## src/rtl/instr_decode.sv

```systemverilog
// Decode stage: IF/ID register, field decode, bypassed 32x32 register file,
// load-use stall, branch flush, sticky HALT detection and the ID/EX register.
module instr_decode (
    input  logic        clock,
    input  logic        rst,
    input  logic [31:0] instruction,
    input  logic [31:0] pc,
    input  logic [31:0] pc_added4,
    input  logic        is_taken,
    input  logic        ex_mem_read,
    input  logic [4:0]  ex_dest,
    input  logic        wb_en,
    input  logic [4:0]  wb_addr,
    input  logic [31:0] wb_data,
    output logic        hazard_detected,
    output logic        halt_detected,
    output logic        id_valid,
    output logic [5:0]  id_opcode,
    output logic [31:0] id_rs_val,
    output logic [31:0] id_rt_val,
    output logic [31:0] id_imm,
    output logic [4:0]  id_dest,
    output logic        id_reg_write,
    output logic        id_mem_read,
    output logic        id_mem_write,
    output logic [31:0] id_pc,
    output logic [31:0] id_pc_added4
);

    localparam int unsigned XLEN  = 32;
    localparam int unsigned RA_W  = 5;
    localparam int unsigned OP_W  = 6;
    localparam int unsigned NREGS = 32;

    localparam logic [OP_W-1:0] OP_XORI = 6'h0B;
    localparam logic [OP_W-1:0] OP_LDW  = 6'h0C;
    localparam logic [OP_W-1:0] OP_STW  = 6'h0D;
    localparam logic [OP_W-1:0] OP_BEQ  = 6'h0F;
    localparam logic [OP_W-1:0] OP_HALT = 6'h11;

    logic [XLEN-1:0] regs [NREGS];

    logic [XLEN-1:0] ifid_instr;
    logic [XLEN-1:0] ifid_pc;
    logic [XLEN-1:0] ifid_pc_added4;
    logic            ifid_valid;

    logic [OP_W-1:0] dec_op;
    logic [RA_W-1:0] dec_rs;
    logic [RA_W-1:0] dec_rt;
    logic [RA_W-1:0] dec_rd;
    logic [XLEN-1:0] dec_imm;
    logic            dec_rtype;
    logic            dec_itype;
    logic            dec_rt_src;
    logic            dec_reg_write;
    logic            dec_mem_read;
    logic            dec_mem_write;
    logic            dec_halt;
    logic [RA_W-1:0] dec_dest;
    logic [XLEN-1:0] rs_val_c;
    logic [XLEN-1:0] rt_val_c;
    logic            issue_c;

    // Field decode and control generation for the word held in IF/ID.
    always_comb begin
        dec_op        = ifid_instr[31:26];
        dec_rs        = ifid_instr[25:21];
        dec_rt        = ifid_instr[20:16];
        dec_rd        = ifid_instr[15:11];
        dec_imm       = {{(XLEN-16){ifid_instr[15]}}, ifid_instr[15:0]};
        dec_rtype     = (dec_op <= OP_XORI) && !dec_op[0];
        dec_itype     = (dec_op <= OP_XORI) && dec_op[0];
        dec_mem_read  = (dec_op == OP_LDW);
        dec_mem_write = (dec_op == OP_STW);
        dec_halt      = (dec_op == OP_HALT);
        dec_rt_src    = dec_rtype || dec_mem_write || (dec_op == OP_BEQ);
        dec_reg_write = dec_rtype || dec_itype || dec_mem_read;
        dec_dest      = '0;
        if (dec_rtype) begin
            dec_dest = dec_rd;
        end else if (dec_itype || dec_mem_read) begin
            dec_dest = dec_rt;
        end
    end

    // Register reads with write-before-read bypass; R0 is hardwired to zero.
    always_comb begin
        rs_val_c = '0;
        rt_val_c = '0;
        if (dec_rs != '0) begin
            rs_val_c = (wb_en && (wb_addr == dec_rs)) ? wb_data : regs[dec_rs];
        end
        if (dec_rt != '0) begin
            rt_val_c = (wb_en && (wb_addr == dec_rt)) ? wb_data : regs[dec_rt];
        end
    end

    assign hazard_detected = ifid_valid && ex_mem_read && (ex_dest != '0) &&
                             ((ex_dest == dec_rs) || (dec_rt_src && (ex_dest == dec_rt)));

    // Once halted the held HALT must not reissue, so everything after it is a bubble.
    assign issue_c = ifid_valid && !is_taken && !hazard_detected && !halt_detected;

    always_ff @(posedge clock or negedge rst) begin
        if (!rst) begin
            for (int i = 0; i < int'(NREGS); i++) begin
                regs[i] <= '0;
            end
        end else if (wb_en && (wb_addr != '0)) begin
            regs[wb_addr] <= wb_data;
        end
    end

    // IF/ID register: flush beats stall/halt hold.
    always_ff @(posedge clock or negedge rst) begin
        if (!rst) begin
            ifid_instr     <= '0;
            ifid_pc        <= '0;
            ifid_pc_added4 <= '0;
            ifid_valid     <= 1'b0;
        end else if (is_taken) begin
            ifid_valid <= 1'b0;
        end else if (!hazard_detected && !halt_detected) begin
            ifid_instr     <= instruction;
            ifid_pc        <= pc;
            ifid_pc_added4 <= pc_added4;
            ifid_valid     <= 1'b1;
        end
    end

    always_ff @(posedge clock or negedge rst) begin
        if (!rst) begin
            halt_detected <= 1'b0;
        end else if (issue_c && dec_halt) begin
            halt_detected <= 1'b1;
        end
    end

    // ID/EX register: a non-issuing cycle loads an all-zero bubble.
    always_ff @(posedge clock or negedge rst) begin
        if (!rst) begin
            id_valid     <= 1'b0;
            id_opcode    <= '0;
            id_rs_val    <= '0;
            id_rt_val    <= '0;
            id_imm       <= '0;
            id_dest      <= '0;
            id_reg_write <= 1'b0;
            id_mem_read  <= 1'b0;
            id_mem_write <= 1'b0;
            id_pc        <= '0;
            id_pc_added4 <= '0;
        end else if (issue_c) begin
            id_valid     <= 1'b1;
            id_opcode    <= dec_op;
            id_rs_val    <= rs_val_c;
            id_rt_val    <= rt_val_c;
            id_imm       <= dec_imm;
            id_dest      <= dec_dest;
            id_reg_write <= dec_reg_write;
            id_mem_read  <= dec_mem_read;
            id_mem_write <= dec_mem_write;
            id_pc        <= ifid_pc;
            id_pc_added4 <= ifid_pc_added4;
        end else begin
            id_valid     <= 1'b0;
            id_opcode    <= '0;
            id_rs_val    <= '0;
            id_rt_val    <= '0;
            id_imm       <= '0;
            id_dest      <= '0;
            id_reg_write <= 1'b0;
            id_mem_read  <= 1'b0;
            id_mem_write <= 1'b0;
            id_pc        <= '0;
            id_pc_added4 <= '0;
        end
    end

endmodule

```

## config.mk

```make
export PLATFORM = sky130hd
export DESIGN_NAME = instr_decode
export DESIGN_NICKNAME = d
export VERILOG_FILES = /design/src/rtl/instr_decode.sv
export SDC_FILE = /design/constraint.sdc
export NUM_CORES = 2
export LEC_CHECK = 0
export ABC_AREA = 1
export CAP_MARGIN = 30
export CORE_UTILIZATION = 35
export CTS_CLUSTER_SIZE = 25
export DETAILED_ROUTE_END_ITERATION = 10
export DONT_BUFFER_PORTS = 1
export GPL_TIMING_DRIVEN = 1
export PLACE_DENSITY = 0.45
export SYNTH_ARGS = -nofsm -noshare
export SYNTH_HDL_FRONTEND = slang
export SYNTH_SLANG_ARGS = --single-unit
```

## constraint.sdc

```tcl
create_clock -name clock -period 3.54 [get_ports clock]
set_input_delay 0.354 -clock clock [delete_from_list [all_inputs] [get_ports clock]]
set_output_delay 0.354 -clock clock [all_outputs]
set_load 0.01 [all_outputs]
```

Word-level counts from Yosys, hierarchy flattened
Index checks and enable logic that the tools add are counted.

Flip-flop bits (word level): 1297. Output and inout bits: 177. Word-level logic and storage cells: 124. Bits of input ports: 143.

Equal/unequal tests: 8. Mux-type cells: 28. Order comparisons: 5. Reduce and logical (&&, ||, !) cells: 31. Bitwise operators: 4.

Operators by type and width (number): $bwmux W1024 (1); $mux W32 (14); $bmux W32 S5 (2); $demux W32 S5 (1); $eq A5 B5 Y1 (4); $reduce_bool A5 Y1 (4); $eq A6 B4 Y1 const B (3); $ge A6 B6 Y1 const B (3); $not A5 Y6 (3); $logic_and A1 B1 Y1 (15); $mux W5 (3); $eq A6 B5 Y1 const B (1); $le A6 B4 Y1 const B (1); $logic_or A1 B1 Y1 (6); $lt A6 B1 Y1 const B (1); $mux W1 (6); $mux W6 (1); $logic_not A1 Y1 (4); $reduce_and A2 Y1 (1); $reduce_bool A2 Y1 (1); $not A1 Y1 (1).

Depth between registers and ports, before layout
Depth in word-level cells: 11. Depth in mapped cells: 13. Gate-level depth less buffers: 10.

Worst setup path after synthesis
Ideal clock, no wire load.

Path kind: register -> register. From: register ifid_instr[22]. To: register id_rs_val[0]. Cell stages (with the launch flop): 9. Period minus slack after synthesis: 1.807 ns. Required time: 3.408 ns. Data arrival time: 1.675 ns. Path buffers: 4. Library setup time: 0.132 ns. Setup slack: 1.733 ns. Path through: dfrtp_1 buf_2 inv_1 buf_2 buf_1 nand4_1 nand4_1 clkbuf_1 nor2_1.

Longest elaborated chain between the ends: 7. Elaborated cells between the ends (all ways): 16. Classes of those cells: eq/ne (2); mux (6); bitwise (1); reduce/logical (7).

RTL lines: from (decl) (RTL line 43) `logic [XLEN-1:0] ifid_instr;`; from (signal assigned) (RTL line 125) `ifid_instr <= instruction;`; $not A5 Y6 (not written as such) or $eq A5 B5 Y1 (tied branches) (RTL line 92, 100); $bmux W32 S5 or $logic_or A1 B1 Y1 (tied branches) (RTL line 92, 100); $mux W32 (not written as such) or $logic_and A1 B1 Y1 (tied branches) (RTL line 92, 99); $mux W32 (not written as such) or $logic_not A1 Y1 (tied branches) (RTL line 92, 103); $mux W32 or $logic_and A1 B1 Y1 (tied branches) (RTL line 92, 103); $mux W32 or $logic_and A1 B1 Y1 (tied branches) (RTL line 91, 103); $mux W32 (*) (RTL line 154) `end else if (issue_c) begin`; to (signal assigned) (RTL line 157) `id_rs_val <= rs_val_c;`; to (decl) (RTL line 19) `output logic [31:0] id_rs_val,`.

Every way passes the cells marked *; elsewhere a longest branch is shown, timed or not. The select of a mux whose other input is x is not followed. A chain may end at the register's enable or synchronous reset.

Final worst setup path
From: register ifid_instr[22]. To: output port hazard_detected.

Longest elaborated chain between the ends: 3.

RTL lines: $eq A5 B5 Y1 (RTL line 100) `((ex_dest == dec_rs) || (dec_rt_src && (ex_dest == dec_rt)));`; $logic_or A1 B1 Y1 (RTL line 100); $logic_and A1 B1 Y1 (RTL line 99) `assign hazard_detected = ifid_valid && ex_mem_read && (ex_dest != '0) &&`; to (decl) (RTL line 15) `output logic hazard_detected,`.

Every way passes these cells.

==> flow_results.org <==
** Worst setup path
- Crit path required time :: between 3000 and 4000 ps
- At the worst endpoint, the arrival time is between 2000 and 3000 ps.
- The worst register-to-register path begins at ifid_instr[16].
- Sort of element at the end of the critical path :: primary output
- Type of the setup path with the least slack :: reg2out
- Largest fanout on the critical path :: 40
- Critical Path Source Type :: register
- Critical Path Start :: ifid_instr[22]

** Timing
- Fin. Hold Viols :: 0
- F_max :: around 330 MHz
- Setup violations remaining at the end of the flow were counted as 0.
- Measured against its own limit, the worst slew margin works out to 0.261.
- Post-route worst hold slack :: approximately 60 ps
- Final worst path period need :: 3010 ps
- Of the available clock period, the critical path in the final layout requires 0.849.
- Final Skew :: 30.5 ps
- Unrepaired setup endpoints after global routing :: no
- Summed over all failing endpoints, the final setup total negative slack is 0 ps.
- The final max-slew violation count was 0.
- For the pin with the worst max-slew slack, the measured transition is between 1000 and 1500 ps.

** Finish
- Once layout is complete, the cells apart from fillers number 11395.
- Layout Utilization :: 0.403
- In the final layout, the share of cells above drive strength 1 is 0.0594.
- After the last flow step, the layout net total stands at 8909.
- Area delta synth->final :: 13.9%
- Once layout is done, the placed cells without fillers occupy about 76000 um2.

** Logic synthesis
- Number of warnings printed during yosys synthesis :: 0
- Among all cell types in the netlist, the one instantiated most often is sky130_fd_sc_hd__nand2_1.
- Number of synthesized flops with an enable pin :: 0
- Synthesis inferred 1281 register bits.
- Unique masters post-synth :: 25
- Commonest cells in the netlist :: sky130_fd_sc_hd__nand2_1, sky130_fd_sc_hd__dfrtp_1, sky130_fd_sc_hd__o21ai_0, sky130_fd_sc_hd__inv_1, sky130_fd_sc_hd__o211ai_1
- Synthesized Nets :: 9223
- Summing every instance area after synthesis gives 66800 um2.
- The largest total area in the synthesized netlist belongs to sky130_fd_sc_hd__dfrtp_1.
- Cells taking the most area after synthesis :: sky130_fd_sc_hd__dfrtp_1, sky130_fd_sc_hd__nand2_1, sky130_fd_sc_hd__o21ai_0
- The share of the Yosys chip area taken by registers is 0.480.
- Most instantiated flip-flop cell in the synthesis netlist :: sky130_fd_sc_hd__dfrtp_1
- Mean cell area of the mapped netlist :: 7.35 um2
- Gate count after technology mapping :: 9080
- Share of synthesized registers carrying an async set or reset :: 1.00
- Area share of the largest cell type after synthesis :: 0.480

** Pwr
- Sw Ratio :: 0.414
- Of the total power, registers draw 0.355.
- Of the total power, the clock network draws 0.289.
- For this design the total switching power over the nets is 0.0234 W.
- Of the total power, combinational logic draws 0.355.
- Cell internal power was estimated by the tool at 0.0331 W.
- Static leakage :: 36.7 nW
- Power spread over the standard cell area amounts to 744 nW/um2.
- Max IR drop VDD :: about 0.0006 V

** Floorplan
- Chip height :: around 440 um
- Horizontal die dimension :: 439 um
- Die ar. :: 193000 um2
- The core region is roughly 190000 um2.
- Starting Density :: 0.354
- Cell row count :: 159
- Pin placement for this block handled 320 I/O pins.

** Clocking
- Total number of clock tree sinks :: 1281
- The number of clock buffers added by TritonCTS is 155.
- The H-tree was split into 4 levels.
- Count of instances resized after the clock tree is built :: 0
- Largest buffer count on any clock path :: 3
- TritonCTS built the clock tree.
- The clock reaches the later pin of the worst-skew pair after 840 ps.
- The tree is rooted in a sky130_fd_sc_hd__clkbuf_16.
- Clock-pin slew was measured on the worst setup and hold paths at 60 ps.

** Global routing
- Number of global-route vias before repair :: 58735
- For this run the aggregate overflow at the end of global routing stands at 0.
- Entering global routing, the biggest net connects 176 pins.
- Across every metal layer, demand over resource in global routing totals 0.294.
- Global-route wire length before repair :: 420 mm
- Antenna violations before repair :: 13

** Hold path
- Origin of the worst min-delay path :: wb_data[7]
- The path class of the tightest hold or removal check is in2reg.

** Route
- Via count :: slightly above 60000
- Routed wire length per instance :: 25.1 um
- The final layout contains routed wiring with a total length of 286 mm.
- Count of TritonRoute iterations in the first routing pass :: 6
- Initial DRC count :: 5834
- In this run the remaining antenna-violating nets after routing total 0.
- Vias per Instance :: 5.40
- In the routed design, unresolved DRC markers number 0.

** Placement
- Dpl cell area :: 69500 um2
- In this run the tool buffered the top-level ports with 0 buffer cells.
- Placed wire-length estimate :: 164 mm
- In this run, placement finished with an instance count of 10970.
- Gpl congestion :: around 0.84

** Job
- The tool flagged a number of max-cap violations equal to 0.

** Outcome
- The run finished with clean final reports.
==> area by class of cell <==
type | instances | area, um2
Timing Repair Buffer | 330 | 4000
Multi-Input combinational cell | 6258 | 28800
Fill cell | 19535 | 113000
Clock inverter | 54 | 663
Antenna cell | 12 | 30.0
Sequential cell | 1281 | 32100
Tap cell | 2495 | 3120
Inverter | 740 | 2810
Clock buffer | 225 | 4500
==> worst max-delay path, cell delays in order, from the launching register on <==
cell and delay (ps):
sky130_fd_sc_hd__dfrtp_4 580, sky130_fd_sc_hd__inv_8 300, sky130_fd_sc_hd__nand2_1 90, sky130_fd_sc_hd__a21oi_1 150, sky130_fd_sc_hd__nand3_1 90, sky130_fd_sc_hd__o21ai_1 100, sky130_fd_sc_hd__nand2_1 240, sky130_fd_sc_hd__inv_1 260
==> final timing paths <==
| path | depth (start not counted) | slack, ps | end |
|---|---|---|---|
| hold reg to reg | 0 | 400 | regs[1003] |
| setup / recovery | 7 | 530 | hazard_detected |
| min in group asynchronous | 2 | 180 | regs[207] |
| max in group asynchronous | 3 | 2170 | regs[728] |
| setup reg to reg | 12 | 860 | id_rt_val[19] |
| hold / removal | 2 | 60 | regs[295] |
==> cells by family (layout without fill, tap and decap cells) <==
family	count (synthesis)	after routing	share of synthesized area
XOR/XNOR	2	2	0.000262
AND/OR/NAND/NOR	4007	4007	0.236
flip-flops	1281	1281	0.480
AO/OA/AOI/OAI	2249	2249	0.192
buffers and inverters	1541	1349	0.0914
other	0	12	0
==> layer usage <==
layer	wire, um	track usage
met5	13	0
met4	11200	0.112
met3	15700	0.0408
met2	136000	0.492
met1	123000	0.385
==> stage by stage <==
stage / setup WS [ps] / power, W
after global routing: 380 / 0.0600
after global placement: 897 / 0.0398
after floorplan: 1730 / 0.0325
after CTS: 464 / 0.0567
final: 534 / 0.0566
after detailed placement: 864 / 0.0401
==> state kept, by name, indices dropped and copies added, names as in the netlist <==
name,flops
halt_detected,1
id_dest,5
id_pc_added4,32
id_rt_val,32
id_pc,32
ifid_pc,32
id_valid,1
id_imm,16
id_rs_val,32
id_mem_write,1
regs,1024
ifid_valid,1
id_opcode,6
ifid_pc_added4,32
ifid_instr,32
id_reg_write,1
id_mem_read,1
==> power groups by stage <==
| stage | logic [W] | clock network (W) | registers (W) |
|---|---|---|---|
| after floorplan | 0.0133 | 0 | 0.0192 |
| after global placement | 0.0195 | 0 | 0.0203 |
| after detailed placement | 0.0198 | 0 | 0.0203 |
| after CTS | 0.0200 | 0.0167 | 0.0201 |
| after global routing | 0.0223 | 0.0172 | 0.0204 |
| final | 0.0201 | 0.0164 | 0.0201 |
==> cell usage in the layout, fill, tap and decap left out, drive strengths merged <==
cell type	Yosys	final
nor4	1	1
xnor2	2	2
o22ai	6	6
clkinvlp	0	6
nand4	6	6
nor3	12	12
diode	0	12
dlygate4sd3	0	133
a21oi	401	401
bufinv	0	7
nor2	582	582
a22oi	5	5
inv	737	746
clkinv	3	35
o211ai	622	622
nand2	2918	2918
o21ai	1214	1214
nand3	476	476
clkbuf	559	225
buf	242	197
dfrtp	1281	1281
or2	12	12
o21bai	1	1
==> what timing repair did <==
action                    CTS  global route
hold endpoints to repair  419            25
buffers inserted            0             0
hold buffers              132             1
No activity file was read; power rests on OpenSTA's default activity.
